$ cat src/rtl/match_collect_pkg.sv
// Shared constants and types for the match-result collector.
package match_collect_pkg;

  localparam int unsigned W_C_LENGTH  = 64;
  localparam int unsigned IA          = 4;
  localparam int unsigned N_WORDS_DEF = W_C_LENGTH;
  localparam int unsigned POS_W_DEF   = 9;

  typedef enum logic [1:0] {
    IDLE = 2'd0,
    SCAN = 2'd1,
    DONE = 2'd2
  } state_e;

endpackage

$ cat src/rtl/match_collect_prio_enc.sv
// Lowest-set-bit priority encoder; combinational index and found flag.
module prio_enc #(
  parameter int unsigned WIDTH = 64
) (
  input  logic [WIDTH-1:0]                                req_i,
  output logic [((WIDTH > 1) ? $clog2(WIDTH) : 1)-1:0]    idx_c_o,
  output logic                                            found_c_o
);

  localparam int unsigned IDX_W = (WIDTH > 1) ? $clog2(WIDTH) : 1;

  // Scan high to low so the lowest set bit is the last one written.
  always_comb begin
    idx_c_o   = '0;
    found_c_o = 1'b0;
    for (int i = WIDTH - 1; i >= 0; i--) begin
      if (req_i[i]) begin
        idx_c_o   = IDX_W'(i);
        found_c_o = 1'b1;
      end
    end
  end

endmodule

$ cat src/rtl/match_collect.sv
// Serialises a snapshot of per-word match hits into an index/position stream,
// lowest index first, with ready/valid flow control and a frame-done pulse.
module match_collect
  import match_collect_pkg::*;
#(
  parameter int unsigned N_WORDS = N_WORDS_DEF,
  parameter int unsigned POS_W   = POS_W_DEF
) (
  input  logic                         i_clk,
  input  logic                         i_rst_n,
  input  logic                         i_start,
  input  logic                         i_valid [0:N_WORDS-1],
  input  logic [POS_W-1:0]             i_pos   [0:N_WORDS-1],
  output logic                         o_valid,
  input  logic                         i_ready,
  output logic [$clog2(N_WORDS)-1:0]   o_idx,
  output logic [POS_W-1:0]             o_pos,
  output logic                         o_last,
  output logic                         o_done,
  output logic                         o_busy,
  output logic [$clog2(N_WORDS):0]     o_hit_count
);

  localparam int unsigned IDX_W = $clog2(N_WORDS);
  localparam int unsigned CNT_W = IDX_W + 1;

  state_e             state_q, state_d;
  logic [N_WORDS-1:0] mask_q, mask_d;
  logic [POS_W-1:0]   snap_q [N_WORDS];
  logic [POS_W-1:0]   snap_d [N_WORDS];
  logic [CNT_W-1:0]   cnt_q, cnt_d;

  logic               valid_q, valid_d;
  logic [IDX_W-1:0]   idx_q, idx_d;
  logic [POS_W-1:0]   pos_q, pos_d;
  logic               last_q, last_d;
  logic               done_q, done_d;
  logic               busy_q, busy_d;

  logic [IDX_W-1:0]   enc_idx;
  logic               enc_found;
  logic               xfer;

  // Outputs are computed from the next-state mask so they register with it.
  prio_enc #(.WIDTH(N_WORDS)) u_prio_enc (
    .req_i     (mask_d),
    .idx_c_o   (enc_idx),
    .found_c_o (enc_found)
  );

  assign xfer = valid_q & i_ready;

  always_comb begin
    state_d = state_q;
    mask_d  = mask_q;
    snap_d  = snap_q;
    cnt_d   = cnt_q;
    unique case (state_q)
      IDLE: begin
        if (i_start) begin
          for (int i = 0; i < N_WORDS; i++) begin
            mask_d[i] = i_valid[i];
            snap_d[i] = i_pos[i];
          end
          cnt_d   = '0;
          state_d = SCAN;
        end
      end
      SCAN: begin
        if (xfer) begin
          mask_d[idx_q] = 1'b0;
          cnt_d         = cnt_q + CNT_W'(1);
        end
        if (mask_d == '0) state_d = DONE;
      end
      DONE:    state_d = IDLE;
      default: state_d = IDLE;
    endcase

    valid_d = (state_d == SCAN) && enc_found;
    idx_d   = valid_d ? enc_idx : '0;
    pos_d   = valid_d ? snap_d[enc_idx] : '0;
    last_d  = valid_d && ((mask_d & (mask_d - N_WORDS'(1))) == '0);
    done_d  = (state_d == DONE);
    busy_d  = (state_d != IDLE);
  end

  always_ff @(posedge i_clk or negedge i_rst_n) begin
    if (!i_rst_n) begin
      state_q <= IDLE;
      mask_q  <= '0;
      snap_q  <= '{default: '0};
      cnt_q   <= '0;
      valid_q <= 1'b0;
      idx_q   <= '0;
      pos_q   <= '0;
      last_q  <= 1'b0;
      done_q  <= 1'b0;
      busy_q  <= 1'b0;
    end else begin
      state_q <= state_d;
      mask_q  <= mask_d;
      snap_q  <= snap_d;
      cnt_q   <= cnt_d;
      valid_q <= valid_d;
      idx_q   <= idx_d;
      pos_q   <= pos_d;
      last_q  <= last_d;
      done_q  <= done_d;
      busy_q  <= busy_d;
    end
  end

  assign o_valid     = valid_q;
  assign o_idx       = idx_q;
  assign o_pos       = pos_q;
  assign o_last      = last_q;
  assign o_done      = done_q;
  assign o_busy      = busy_q;
  assign o_hit_count = cnt_q;

endmodule
$ cat config.mk
export PLATFORM = sky130hd
export DESIGN_NAME = match_collect
export DESIGN_NICKNAME = d
export VERILOG_FILES = /design/src/rtl/match_collect_pkg.sv /design/src/rtl/match_collect_prio_enc.sv /design/src/rtl/match_collect.sv
export SDC_FILE = /design/constraint.sdc
export NUM_CORES = 2
export LEC_CHECK = 0
export ABC_AREA = 0
export CORE_AREA = 2 2 263 265
export DETAILED_ROUTE_END_ITERATION = 6
export DIE_AREA = 0 0 265 267
export PLACE_DENSITY = 0.82
export SYNTH_ARGS = -nofsm -noshare
export SYNTH_HDL_FRONTEND = slang
export SYNTH_HIERARCHICAL = 1
export SYNTH_SLANG_ARGS = --single-unit
$ cat constraint.sdc
create_clock -name i_clk -period 6.7 [get_ports i_clk]
set_clock_uncertainty 0.2 [all_clocks]
set_input_delay 0.67 -clock i_clk [delete_from_list [all_inputs] [get_ports i_clk]]
set_output_delay 0.67 -clock i_clk [all_outputs]
set_load 0.005 [all_outputs]
==> metrics.md <==
| Metric | Value |
|---|---|
| IO Port Bufs | approximately 670 |
| Max incr delay on CP | 700 ps |
| Critical-path maximum fanout | 93 |
| PwrDens | about 520 nW/um^2 |
| Avg WL per Cell | ~26 um |
| Status | complete, but fails checks |
| Worst setup EP type | flip-flop |
| Placement Cell Area | between 40000 and 50000 um^2 |
| Sw Share | 0.439 |
| First-pass GRT wire length | 178000 um |
| Worst vdd ir | ~0.0005 V |
| Synth Warn # | 6 |
| WL met1 | between 40000 and 50000 um |
| Flops & latches, synth | around 670 |
| Initial antenna violation count | 51 |
| Syn Inst Count | between 3000 and 4000 |
| Max_cap viols | 0 |
| Worst hold slack | roughly 300 ps |
| Post-synth top area cell | dfrtp_1 |
| Syn Area/Cell | 10.9 um^2 |
| Clock-pin slew on the worst setup and hold paths | approximately 60 ps |
| Cell variety after synth | about 70 |
| Total negative slack | 0 ps |
| Drt drc | 13 |
| CP Launch Type | primary input |
| Root Driver | clkbuf_16 |
| CTS tree | yes |
| Worst-Margin Slew | 1220 ps |
| Die X | 265 um |
| Min cycle time layout | approximately 6000 ps |
| Site row count | 96 |
| GPL Wtd Cong | a little over 1 |
| Critical path class | primary input to flip-flop |
| DPL Wire Length | 89700 um |
| Crit path cell chain | clkdlybuf4s50_1 -> nand4b_1 -> buf_4 -> o21ai_0 -> o21ai_0 -> a21oi_1 -> nor2_1 -> nor4_1 -> nand4_1 -> o211ai_1 -> buf_12 -> inv_8 -> buf_12 -> buf_4 -> nor2_1 -> nor2_1 -> mux4_2 -> mux4_2 -> nand2_1 -> a21oi_1 |
| GR Util All Layers | 0.338 |
| EDFF count, synth | 0 |
| Register area share after synthesis | 0.507 |
| Async S/R FF share, synth | 1.00 |
| Most area-consuming cells after synthesis | dfrtp_1 51%, mux2_2 20%, mux4_2 6.1% |
| HP Class | flip-flop to flip-flop |
| Worst path required time | between 6000 and 7000 ps |
| Mapped Area | around 33000 um^2 |
| Final wirelength | between 100000 and 150000 um |
| Initial Util | 0.485 |
| 1st-pass router iterations | 7 |
| Die area | just over 70000 um^2 |
| Failing checks | design-rule violations |
| Total gr overflow | 0 |
| Synthesized net count | about 3700 |
| Main synth FF type | dfrtp_1 |
| Fin crit share | 0.889 |
| Final instance area | approximately 44000 um^2 |
| Vias in the first global route | 27900 |
| Die height | 267 um |
| CTS H-tree depth | 3 |
| I/O pin cnt | 670 |
| Clock share of power | 0.186 |
| Met2 WL post-DR | around 57000 um |
| Longest Clk Path Bufs | 3 |
| DRT iter0 DRCs | approximately 3300 |
| Total power draw | between 20 and 25 mW |
| Uppermost layer routed | met5 |
| Sink Count | approximately 670 |
| F_max | 0.168 GHz |
| Pin count of the biggest net entering global routing | between 150 and 200 |
| Vias after detailed routing | around 27000 |
| Num CTS Buffers | between 70 and 80 |
| Max Slew Vio Count | 0 |
| Part of the power in combinational logic | 0.600 |
| Worst path most repeated cell | nor2_1 |
| CP max stage cell | clkdlybuf4s50_1 |
| Setup repair after global routing missed its margin | false |
| LEAKAGE | around 19 nW |
| Cts repair resizes | 0 |
| Core ar. | roughly 68000 um^2 |
| Reg power frac | 0.214 |
| Relative slew slack | 0.176 |
| Share of layout cells above drive strength 1 | 0.248 |
| Antenna-violating nets left | 0 |
| Setup violators final | 0 |
| CP arrival | approximately 6200 ps |
| Vias per cell | roughly 5.9 |
| Final Hold Fails | 0 |
| P_sw | 10.0 mW |
| DR WL met3 | between 10000 and 15000 um |
| Layout area overhead | 32.9% |
| Net count, final | 4339 |
| Worst skew pair latency | 630 ps |
| Int Power | 12.8 mW |
| Yosys top cell area share | 0.507 |
| Post-CTS setup buffer count | 0 |
routing by layer:
metal | up-vias | global-route usage
met2 | 1552 | 0.536
met4 | 22 | 0.188
li1 | 12000 | -
met1 | 13600 | 0.425
met5 | - | 0
met3 | 348 | 0.0873
critical path: cells and delay by family:
kind	cells	cell delay, ps
simple gates	7	1150
mux	2	1070
buf+inv	6	1720
compound gates	5	1500
cells in the final DEF, fill, tap and decap left out, types with 6 or more instances in the layout:
cell type / netlist / routed
a21oi_1: 37 / 36
a22o_1: 6 / 6
a22oi_1: 55 / 55
a31oi_1: 7 / 7
buf_12: 0 / 22
buf_4: 0 / 85
bufinv_16: 0 / 6
clkbuf_1: 132 / 9
clkbuf_16: 0 / 75
clkbuf_8: 0 / 18
clkdlybuf4s50_1: 0 / 668
clkinv_2: 0 / 12
dfrtp_1: 668 / 668
diode_2: 0 / 41
inv_1: 33 / 33
mux2_2: 577 / 577
mux4_2: 90 / 90
nand2_1: 490 / 490
nand3_1: 15 / 15
nand4_1: 30 / 30
nand4b_1: 9 / 9
nand4bb_1: 9 / 9
nor2_1: 505 / 505
nor2b_1: 6 / 6
nor3_1: 23 / 23
nor4_1: 27 / 26
o211ai_1: 9 / 9
o21a_1: 11 / 11
o21ai_0: 109 / 109
o21ai_1: 21 / 21
o31ai_1: 8 / 8
final timing paths:
kind	from	endpoint	slack (ps)	cells past startpoint
worst max-delay path	i_ready	o_pos[2]	740	20
max in group asynchronous	i_rst_n	snap_q[571]	4220	3
worst max register to register	o_idx[1]	o_pos[2]	750	17
worst min register to register	snap_q[162]	snap_q[162]	290	1
worst min-delay path	snap_q[162]	snap_q[162]	290	1
min in group asynchronous	i_rst_n	snap_q[500]	520	2
area by class of cell:
type                       instances  area (um^2)
clock inverter                    28          359
antenna                           41          103
tap                              882         1100
timing repair buffer             777         7790
sequential                       668        16700
inverter                          39          156
multi-input combinational       2135        15500
fill                            5181        24100
clock buffer                     102         2160
state kept, by name, summed over array words and instances (netlist names):
name         count
snap_q         576
mask_q          64
state_q          2
o_done           1
o_last           1
o_valid          1
o_busy           1
o_idx            6
o_pos            9
o_hit_count      7
what timing repair did:
action	in CTS	in global routing
setup endpoints to repair	0	0
hold endpoints to repair	46	0
hold buffers	1	0
per-stage QoR:
step,util,setup WS (ps),cells
2_1_floorplan,-,936,3019
3_3_place_gp,0.606,512,4500
3_5_place_dp,0.606,447,4500
4_1_cts,0.643,989,4631
5_1_grt,0.645,505,4670
6_report,0.645,743,4672
cell families after synthesis:
kind of cell | Yosys count | synth area share
compound gates | 309 | 0.0596
xor+xnor | 2 | 0.000531
fa+ha+maj | 2 | 0.000682
buf+inv | 216 | 0.0259
flops | 668 | 0.507
mux | 667 | 0.258
simple gates | 1155 | 0.148
synth_stat cells, types with 7 or more instances:
cell type,n
dfrtp_1,668
mux2_2,577
nor2_1,505
nand2_1,490
clkbuf_1,132
o21ai_0,109
mux4_2,90
a22oi_1,55
a21oi_1,37
inv_1,33
nand4_1,30
nor4_1,27
buf_2,23
nor3_1,23
o21ai_1,21
buf_1,20
nand3_1,15
o21a_1,11
nand4b_1,9
nand4bb_1,9
o211ai_1,9
o31ai_1,8
a31oi_1,7
power groups by stage:
stage	clock network [mW]	registers (mW)	logic, mW
after detailed placement	0	4.95	13.6
after floorplan	0	4.81	8.20
after global placement	0	4.92	13.5
after CTS	4.28	4.88	13.7
final	4.24	4.89	13.7
after global routing	4.44	4.93	14.6
Power figures use the tool's default switching activity.
